===== src/rtl/hsiao_secded_codec.sv =====
// hsiao_secded_codec
// Parametrised SEC-DED codec with a 2-stage elastic valid/ready pipeline.
// Encode mode turns DATA_W data bits into a CODE_W-bit codeword. Decode mode
// checks a received codeword, corrects a single-bit error, flags a double
// error, and returns the data bits. Two saturating counters track the
// accepted results that reported a correction or an uncorrectable error.
//
// Codeword layout (1-based positions 1..CODE_W-1): parity bits at positions
// 2^k, data bits in the remaining positions in ascending order, and bit 0
// holding even parity over bits [CODE_W-1:1].
//
// Ports:
//   clk, rst_n              clock (rising edge), async active-low reset
//   in_valid/in_ready       request handshake
//   in_mode                 0 = encode, 1 = decode (per transaction)
//   in_data[CODE_W-1:0]     encode: data in [DATA_W-1:0]; decode: codeword
//   out_valid/out_ready     result handshake
//   out_data[CODE_W-1:0]    encode: codeword; decode: data, upper bits 0
//   out_syndrome[P_W-1:0]   decode syndrome, 0 for encode
//   out_sec / out_ded       single error corrected / uncorrectable error
//   cnt_clr                 synchronous clear of both counters
//   err_cnt_sec/err_cnt_ded saturating error counters
module hsiao_secded_codec #(
  parameter int DATA_W = 8,
  parameter int CNT_W  = 16,
  // Smallest r with 2^r >= DATA_W + r + 1, valid for DATA_W in 4..64.
  localparam int P_W    = (DATA_W <= 4)  ? 3 :
                          (DATA_W <= 11) ? 4 :
                          (DATA_W <= 26) ? 5 :
                          (DATA_W <= 57) ? 6 : 7,
  localparam int CODE_W = DATA_W + P_W + 1
) (
  input  logic              clk,
  input  logic              rst_n,
  input  logic              in_valid,
  output logic              in_ready,
  input  logic              in_mode,
  input  logic [CODE_W-1:0] in_data,
  output logic              out_valid,
  input  logic              out_ready,
  output logic [CODE_W-1:0] out_data,
  output logic [P_W-1:0]    out_syndrome,
  output logic              out_sec,
  output logic              out_ded,
  input  logic              cnt_clr,
  output logic [CNT_W-1:0]  err_cnt_sec,
  output logic [CNT_W-1:0]  err_cnt_ded
);

  logic              s1_valid_q;
  logic              s1_mode_q;
  logic [CODE_W-1:0] s1_code_q, s1_code_d;
  logic [P_W-1:0]    s1_syn_q, s1_syn_d;
  logic              s1_op_q, s1_op_d;
  logic [CODE_W-1:0] enc_word;

  logic              s2_valid_q;
  logic [CODE_W-1:0] s2_data_q, s2_data_d;
  logic [P_W-1:0]    s2_syn_q, s2_syn_d;
  logic              s2_sec_q, s2_sec_d;
  logic              s2_ded_q, s2_ded_d;

  logic [CNT_W-1:0]  cnt_sec_q, cnt_sec_d;
  logic [CNT_W-1:0]  cnt_ded_q, cnt_ded_d;

  logic s1_load, s2_load, out_hs;

  assign s2_load  = !s2_valid_q || out_ready;
  assign s1_load  = !s1_valid_q || s2_load;
  assign in_ready = s1_load;
  assign out_hs   = s2_valid_q && out_ready;

  // Stage 1 front end: build the codeword for encode, syndrome and overall
  // parity for decode. Both are computed every cycle; mode picks what is kept.
  always_comb begin : enc_calc
    int  di;
    logic par;
    enc_word = '0;
    di       = 0;
    for (int j = 1; j < CODE_W; j++) begin
      if ((j & (j - 1)) != 0) begin
        enc_word[j] = in_data[di];
        di = di + 1;
      end
    end
    // Parity positions never have bit k set for any other parity index, so
    // filling them in ascending k order does not disturb later sums.
    for (int k = 0; k < P_W; k++) begin
      par = 1'b0;
      for (int j = 1; j < CODE_W; j++) begin
        if (((j >> k) & 1) != 0) par = par ^ enc_word[j];
      end
      enc_word[1 << k] = par;
    end
    enc_word[0] = ^enc_word[CODE_W-1:1];
  end

  always_comb begin
    s1_syn_d = '0;
    for (int k = 0; k < P_W; k++) begin
      for (int j = 1; j < CODE_W; j++) begin
        if (((j >> k) & 1) != 0) s1_syn_d[k] = s1_syn_d[k] ^ in_data[j];
      end
    end
    s1_op_d   = ^in_data;
    s1_code_d = in_mode ? in_data : enc_word;
  end

  always_ff @(posedge clk or negedge rst_n) begin
    if (!rst_n) begin
      s1_valid_q <= 1'b0;
      s1_mode_q  <= 1'b0;
      s1_code_q  <= '0;
      s1_syn_q   <= '0;
      s1_op_q    <= 1'b0;
    end else if (s1_load) begin
      s1_valid_q <= in_valid;
      if (in_valid) begin
        s1_mode_q <= in_mode;
        s1_code_q <= s1_code_d;
        s1_syn_q  <= s1_syn_d;
        s1_op_q   <= s1_op_d;
      end
    end
  end

  // Stage 2 front end: classify, correct and extract the data bits.
  always_comb begin : dec_calc
    int di;
    logic [CODE_W-1:0] fixed;
    s2_data_d = '0;
    s2_syn_d  = '0;
    s2_sec_d  = 1'b0;
    s2_ded_d  = 1'b0;
    fixed     = s1_code_q;
    di        = 0;
    if (!s1_mode_q) begin
      s2_data_d = s1_code_q;
    end else begin
      s2_syn_d = s1_syn_q;
      if (s1_op_q && (int'(s1_syn_q) < CODE_W)) begin
        // Odd error count with an in-range syndrome: single error. A zero
        // syndrome means bit 0 itself flipped and the data is already good.
        s2_sec_d = 1'b1;
        for (int j = 1; j < CODE_W; j++) begin
          if (int'(s1_syn_q) == j) fixed[j] = ~fixed[j];
        end
      end else if (s1_op_q || (s1_syn_q != '0)) begin
        s2_ded_d = 1'b1;
      end
      for (int j = 1; j < CODE_W; j++) begin
        if ((j & (j - 1)) != 0) begin
          s2_data_d[di] = fixed[j];
          di = di + 1;
        end
      end
    end
  end

  always_ff @(posedge clk or negedge rst_n) begin
    if (!rst_n) begin
      s2_valid_q <= 1'b0;
      s2_data_q  <= '0;
      s2_syn_q   <= '0;
      s2_sec_q   <= 1'b0;
      s2_ded_q   <= 1'b0;
    end else if (s2_load) begin
      s2_valid_q <= s1_valid_q;
      if (s1_valid_q) begin
        s2_data_q <= s2_data_d;
        s2_syn_q  <= s2_syn_d;
        s2_sec_q  <= s2_sec_d;
        s2_ded_q  <= s2_ded_d;
      end
    end
  end

  // Clear has priority over a same-cycle increment.
  always_comb begin
    cnt_sec_d = cnt_sec_q;
    cnt_ded_d = cnt_ded_q;
    if (cnt_clr) begin
      cnt_sec_d = '0;
      cnt_ded_d = '0;
    end else if (out_hs) begin
      if (s2_sec_q && (cnt_sec_q != '1)) cnt_sec_d = cnt_sec_q + CNT_W'(1);
      if (s2_ded_q && (cnt_ded_q != '1)) cnt_ded_d = cnt_ded_q + CNT_W'(1);
    end
  end

  always_ff @(posedge clk or negedge rst_n) begin
    if (!rst_n) begin
      cnt_sec_q <= '0;
      cnt_ded_q <= '0;
    end else begin
      cnt_sec_q <= cnt_sec_d;
      cnt_ded_q <= cnt_ded_d;
    end
  end

  assign out_valid    = s2_valid_q;
  assign out_data     = s2_data_q;
  assign out_syndrome = s2_syn_q;
  assign out_sec      = s2_sec_q;
  assign out_ded      = s2_ded_q;
  assign err_cnt_sec  = cnt_sec_q;
  assign err_cnt_ded  = cnt_ded_q;

endmodule


===== config.mk =====
export PLATFORM = sky130hd
export DESIGN_NAME = hsiao_secded_codec
export DESIGN_NICKNAME = d
export VERILOG_FILES = /design/src/rtl/hsiao_secded_codec.sv
export SDC_FILE = /design/constraint.sdc
export NUM_CORES = 1
export LEC_CHECK = 0
export ABC_AREA = 1
export CORE_ASPECT_RATIO = 0.75
export CORE_MARGIN = 2
export CORE_UTILIZATION = 49
export CTS_CLUSTER_DIAMETER = 100
export DETAILED_ROUTE_END_ITERATION = 10
export GPL_ROUTABILITY_DRIVEN = 0
export PLACE_DENSITY = 0.75
export SYNTH_ARGS = -nofsm -noshare
export SYNTH_HDL_FRONTEND = slang
export SYNTH_SLANG_ARGS = --single-unit

===== constraint.sdc =====
create_clock -name clk -period 2.4 [get_ports clk]
set_input_delay 0.36 -clock clk [delete_from_list [all_inputs] [get_ports clk]]
set_output_delay 0.36 -clock clk [all_outputs]
set_load 0.03 [all_outputs]

==> impl_metrics.json, run 1 <==
{
  "status": "finished, final reports clean",
  "worst_pin_slew_ns": 0.6646,
  "final_hold_viol_count": 0,
  "syn_inst": 515,
  "die_h_um": 82.80,
  "fp-row-count": 28,
  "hpwl_um": 7390,
  "overflow": 0,
  "htreeDepth": 3,
  "num_vias": 3811,
  "cts_buffers": 9,
  "yosysSeqAreaShare": 0.4442,
  "slew_headroom": 0.5569,
  "drcViolationCount": 0,
  "grt.total_usage": 0.2347,
  "drt-initial-drc-count": 302,
  "grt_pass1_wl_um": 16630,
  "p_leak_uw": 0.002214,
  "io_buffers": 71,
  "vias_per_cell": 5.429,
  "cts_buffer_depth": 2,
  "start_kind": "input pin",
  "syn_nets": 536,
  "clk_latency_ns": 0.35,
  "switchingPower_uw": 1373,
  "drive_gt1_frac": 0.07873,
  "detail-route-antenna-nets": 0,
  "mostFrequentLayoutCells": "nand2_1, dfrtp_1, clkdlybuf4s50_1",
  "synth_area_mm2": 0.004056,
  "fp.coreArea_mm2": 0.007953,
  "initial_core_util": 0.5101,
  "grt_max_degree": 47,
  "pin_count": 72,
  "top_layer": "met4",
  "nets": 613,
  "final-setup-viol-count": 0,
  "grt_pass1_vias": 3543,
  "syn_area_per_cell_um2": 7.876,
  "fillers": 711,
  "p_seq_frac": 0.411,
  "numClockSinks": 72,
  "cp-end-kind": "output pin",
  "antenna_cells": 0,
  "swShare": 0.3534,
  "final_common_cell": "nand2_1",
  "period_needed_ns": 2.138,
  "rsz0062_at_grt": "no",
  "arrival_ns": 1.78,
  "cts_hold_buf": 0,
  "ys_warn_count": 0,
  "route.met2.wl_um": 4538,
  "met3_length_um": 672,
  "pre_cts_ws_ns": 0.2710,
  "routedWlPerCell_um": 14.11,
  "p_clk_frac": 0.276,
  "syn2layout_area_growth_pct": 26.68,
  "p_per_area_mw_per_mm2": 756.0,
  "cp.required_ns": 2.04,
  "antenna_found_initial": 0,
  "die_area_mm2": 0.009030,
  "post-route-period-util": 0.8906,
  "drv_cap": 0,
  "max_clock_freq_ghz": 0.4678,
  "ir_drop_mv": 0.5521,
  "power.internal_uw": 2512,
  "synth_cell_types": 36,
  "post_cts_buffers": 0,
  "slew_viol_final": 0,
  "cts_tree": "yes",
  "skew_ns": 0.01305,
  "routed_wl_um": 9908,
  "path_max_fanout": 3,
  "cts-root-buf": "clkbuf_8",
  "wl_met1_um": 4482,
  "yosys_register_bits": 72,
  "cts_resized": 0,
  "combPwrFrac": 0.313,
  "clk_pin_slew_worst_paths_ns": 0.08,
  "setup-tns-final_ns": 0,
  "dr.pass1.iters": 5,
  "hold_path.class": "input pin to async pin",
  "setup_ws_ns": 0.2625,
  "critPathKind": "input pin to output pin",
  "die_w_um": 109.1
}
==> power groups by stage <==
stage          clock [uW]  combinational, uW  sequential, uW
2_1_floorplan           0                516            1820
6_report             1070               1220            1600
5_1_grt              1150               1330            1620
3_3_place_gp            0               1190            1610
3_5_place_dp            0               1220            1620
4_1_cts              1100               1230            1600
==> area by class of cell <==
cell class | instances | area [um^2] | area share
Multi-Input combinational cell | 355 | 1913 | 0.3723
Sequential cell | 72 | 1802 | 0.3506
Timing Repair Buffer | 82 | 800.8 | 0.1558
Inverter | 72 | 270.3 | 0.05259
Clock buffer | 12 | 145.1 | 0.02824
Tap cell | 105 | 131.4 | 0.02557
Clock inverter | 4 | 76.32 | 0.01485
==> worst max-delay path: stages <==
cell and delay [ns]:
clkdlybuf4s50_1 0.50, inv_1 0.09, nand3_1 0.14, clkdlybuf4s50_1 0.69
==> per-stage QoR <==
step / power [uW] / cells / util / area [um^2] / hold slack (ns)
global route: 4106 / 702 / 0.6462 / 5139 / 0.08086
global placement: 2804 / 686 / 0.6183 / 4917 / 0.4206
finish: 3885 / 702 / 0.6462 / 5139 / 0.03413
floorplan: 2335 / 515 / - / 4056 / 0.06441
detailed placement: 2834 / 686 / 0.6183 / 4917 / 0.4250
CTS: 3921 / 702 / 0.6462 / 5139 / 0.04576
==> routing by layer <==
layer,up-vias,GRT usage
met3,20,0.04840
met4,0,0.07949
met1,1788,0.3317
li1,1871,-
met5,-,0
met2,132,0.3615
==> cells in the mapped netlist (all sizes together) <==
cell type	instances	share of area
nand2	99	0.093
dfrtp	72	0.44
inv	70	0.065
o21ai	43	0.054
nand3	42	0.052
nor2	39	0.037
a21oi	24	0.030
xor2	24	0.052
nor3	21	0.030
xnor2	15	0.034
o22ai	10	0.015
nand4	9	0.014
buf	8	0.011
clkbuf	8	0.0074
o31ai	6	0.011
o211ai	5	0.0093
o221ai	5	0.011
nor4	4	0.0077
a221oi	3	0.0065
clkinv	2	0.0019
ha	2	0.0062
a221o	1	0.0025
nor3b	1	0.0019
o21bai	1	0.0019
o32ai	1	0.0022
==> registers in the layout, indices dropped and copies added, names as in the netlist <==
signal / cells
s1_code_q: 13
err_cnt_ded: 16
out_sec: 1
out_ded: 1
s1_syn_q: 4
s1_op_q: 1
out_data: 13
s1_mode_q: 1
out_syndrome: 4
out_valid: 1
err_cnt_sec: 16
s1_valid_q: 1
==> path summary, 6_finish.rpt <==
| path | from | to | slack (ns) | depth (start not counted) |
|---|---|---|---|---|
| max in group asynchronous | rst_n | s1_code_q[5]$_DFFE_PN0P_ | 1.69 | 2 |
| max reg2reg | err_cnt_ded[0]$_DFFE_PN0P_ | err_cnt_ded[2]$_DFFE_PN0P_ | 0.44 | 9 |
| min reg2reg | s1_valid_q$_DFFE_PN0N_ | out_valid$_DFFE_PN0P_ | 0.50 | 2 |
| min in group clk | s1_valid_q$_DFFE_PN0N_ | out_valid$_DFFE_PN0P_ | 0.50 | 2 |
| max | out_ready | in_ready | 0.26 | 4 |
| min | rst_n | err_cnt_ded[9]$_DFFE_PN0P_ | 0.03 | 1 |
==> logic make-up (layout without fill, tap and decap cells) <==
family                     Yosys count  in the layout  synth area share
AOI/OAI and AO/OA                   99             99            0.1431
adders and majority gates            2              2          0.006168
and+or+nand+nor                    215            215            0.2354
DFF                                 72             72            0.4442
buffers and inverters               88            170           0.08513
xor gates and xnor gates            39             39           0.08606
No activity file was read; power rests on OpenSTA's default activity.
==> run 2, diff against run 1 <==
--- a/config.mk
+++ b/config.mk
@@ -6,6 +6,7 @@
 export NUM_CORES = 1
 export LEC_CHECK = 0
 export ABC_AREA = 1
+export ABC_CLOCK_PERIOD_IN_PS = 2100
 export CORE_ASPECT_RATIO = 0.75
 export CORE_MARGIN = 2
 export CORE_UTILIZATION = 49
==> constraint.sdc (replaced) <==
create_clock -name clk -period 2.1 [get_ports clk]
set_input_delay 0.315 -clock clk [delete_from_list [all_inputs] [get_ports clk]]
set_output_delay 0.315 -clock clk [all_outputs]
set_load 0.03 [all_outputs]
==> run 2 against run 1 <==
  * Final cell count grew 0.71%
  * Critical path depth grew 5
  * Flip-flop and latch count is the same
  * Clock power grew 5%
  * First-iteration DRC count shrank 22%
  * Clock-buffer cell count grew 1
  * Critical endpoint is now err_cnt_ded[6]$_DFFE_PN0P_
  * Largest cell class unchanged
  * Largest power group unchanged
  * Highest routed layer unchanged
==> impl_metrics.json, run 2 (synthesis results as in run 1) <==
{
  "status": "finished, final reports clean",
  "r2r_cells": 9,
  "htreeDepth": 3,
  "nets": 618,
  "critPathKind": "register to register",
  "drt-initial-drc-count": 237,
  "r2r-start": "err_cnt_ded[1]$_DFFE_PN0P_",
  "pin_count": 72,
  "vias_per_cell": 5.410,
  "fp.coreArea_mm2": 0.007953,
  "fillers": 689,
  "grt_pass1_wl_um": 16460,
  "antenna_found_initial": 0,
  "io_buffers": 71,
  "initial_core_util": 0.5101,
  "detail-route-antenna-nets": 0,
  "period_needed_ns": 1.933,
  "grt.total_usage": 0.2354,
  "numClockSinks": 72,
  "die_h_um": 82.80,
  "r2r_setup_slack_ns": 0.17,
  "clk_latency_ns": 0.35,
  "slew_viol_final": 0,
  "antenna_cells": 0,
  "mostFrequentLayoutCells": "nand2_1, dfrtp_1, clkdlybuf4s50_1",
  "cp.required_ns": 2.33,
  "cts_buffer_depth": 2,
  "cts-root-buf": "clkbuf_8",
  "start_kind": "register",
  "routedWlPerCell_um": 14.22,
  "post-route-period-util": 0.9207,
  "drive_gt1_frac": 0.08804,
  "rsz0062_at_grt": "no",
  "hold_path.class": "input pin to async pin",
  "final_hold_viol_count": 0,
  "die_w_um": 109.1,
  "num_vias": 3825,
  "clk_pin_slew_worst_paths_ns": 0.08,
  "final_common_cell": "nand2_1",
  "path_max_fanout": 31,
  "slew_headroom": 0.6761,
  "ir_drop_mv": 0.5796,
  "p_per_area_mw_per_mm2": 844.9,
  "multiInputGateArea_mm2": 0.001922,
  "setup-tns-final_ns": 0,
  "reg2reg_to": "err_cnt_ded[6]$_DFFE_PN0P_",
  "cp-end-kind": "register",
  "syn2layout_area_growth_pct": 27.27,
  "max_clock_freq_ghz": 0.5172,
  "cts_buffers": 9,
  "dr.pass1.iters": 4,
  "overflow": 0,
  "cp_top_family": "simple AND/OR/NAND/NOR gates",
  "max_stage_delay_ns": 0.43,
  "hpwl_um": 7546,
  "fp-row-count": 28,
  "cp_num_buf_inv": 1,
  "slowest_stage": "dfrtp_1",
  "final-setup-viol-count": 0,
  "die_area_mm2": 0.009030,
  "arrival_ns": 2.16,
  "drcViolationCount": 0,
  "regArea_mm2": 0.001802,
  "power.total_uw": 4362,
  "drv_cap": 0,
  "skew_ns": 0.01398,
  "cts_tree": "yes",
  "routed_wl_um": 10050,
  "cpMostUsedCell": "nor3_4",
  "p_leak_uw": 0.002249,
  "grt_max_degree": 54,
  "path_cells": "ha_2 > nand2_1 > nor3_4 > nand3_1 > nor3_4 > o21ai_2 > buf_4 > a21oi_1 > nor2_1",
  "worst_pin_slew_ns": 0.4813,
  "utilization": 0.6492,
  "grt_pass1_vias": 3406
}
==> run 2: how the worst max path moves through the flow <==
stage	cells past startpoint	end	from	slack (ns)
after floorplan	9	err_cnt_ded[3]$_DFFE_PN0P_	err_cnt_ded[1]$_DFFE_PN0P_	0.25
after global placement	14	s1_code_q[0]$_DFFE_PN0P_	in_data[3]	0.12
after detailed placement	14	s1_code_q[0]$_DFFE_PN0P_	in_data[3]	0.04
after CTS	9	err_cnt_ded[6]$_DFFE_PN0P_	err_cnt_ded[1]$_DFFE_PN0P_	0.15
after global routing	9	err_cnt_ded[6]$_DFFE_PN0P_	err_cnt_ded[1]$_DFFE_PN0P_	0.009
final	9	err_cnt_ded[6]$_DFFE_PN0P_	err_cnt_ded[1]$_DFFE_PN0P_	0.17
==> run 2: area by class of cell <==
type,instances,area share
clock buffers,13,0.03078
clock inverters,3,0.007756
inverters,72,0.05235
multi-input cells,355,0.3723
flip-flops and latches,72,0.3490
well taps,105,0.02545
repair buffers,87,0.1624
==> run 2: power breakdown <==
group	total [uW]	leakage, uW	internal (uW)	switching (uW)
clock	1120	0.000103	611	504
combinational	1420	0.00122	570	850
sequential	1830	0.000921	1610	216
==> run 2: stage by stage <==
stage | instance area, um^2 | hold WS, ns | setup WS, ns | instances
floorplan | 4056 | 0.01941 | 0.2507 | 515
global placement | 4937 | 0.2968 | 0.1172 | 689
detailed placement | 4937 | 0.3018 | 0.03668 | 689
CTS | 5146 | 0.4557 | 0.1474 | 706
global route | 5162 | 0.4849 | 0.009320 | 707
finish | 5162 | 0.4450 | 0.1666 | 707
==> run 2: repair_timing <==
| item | 4_1_cts | 5_1_grt |
|---|---|---|
| buffers inserted | 0 | 1 |
| gates resized for setup | 0 | 2 |
| endpoints found under the hold margin | 19 | 0 |
| hold buffers | 1 | 0 |
| endpoints found under the setup margin | 0 | 3 |
==> run 2: layer usage <==
layer	vias up	track usage	wire (um)
li1	1877	-	-
met1	1795	0.3217	4477
met2	138	0.3758	4661
met3	15	0.05230	768
met4	0	0.07436	147
met5	-	0	0
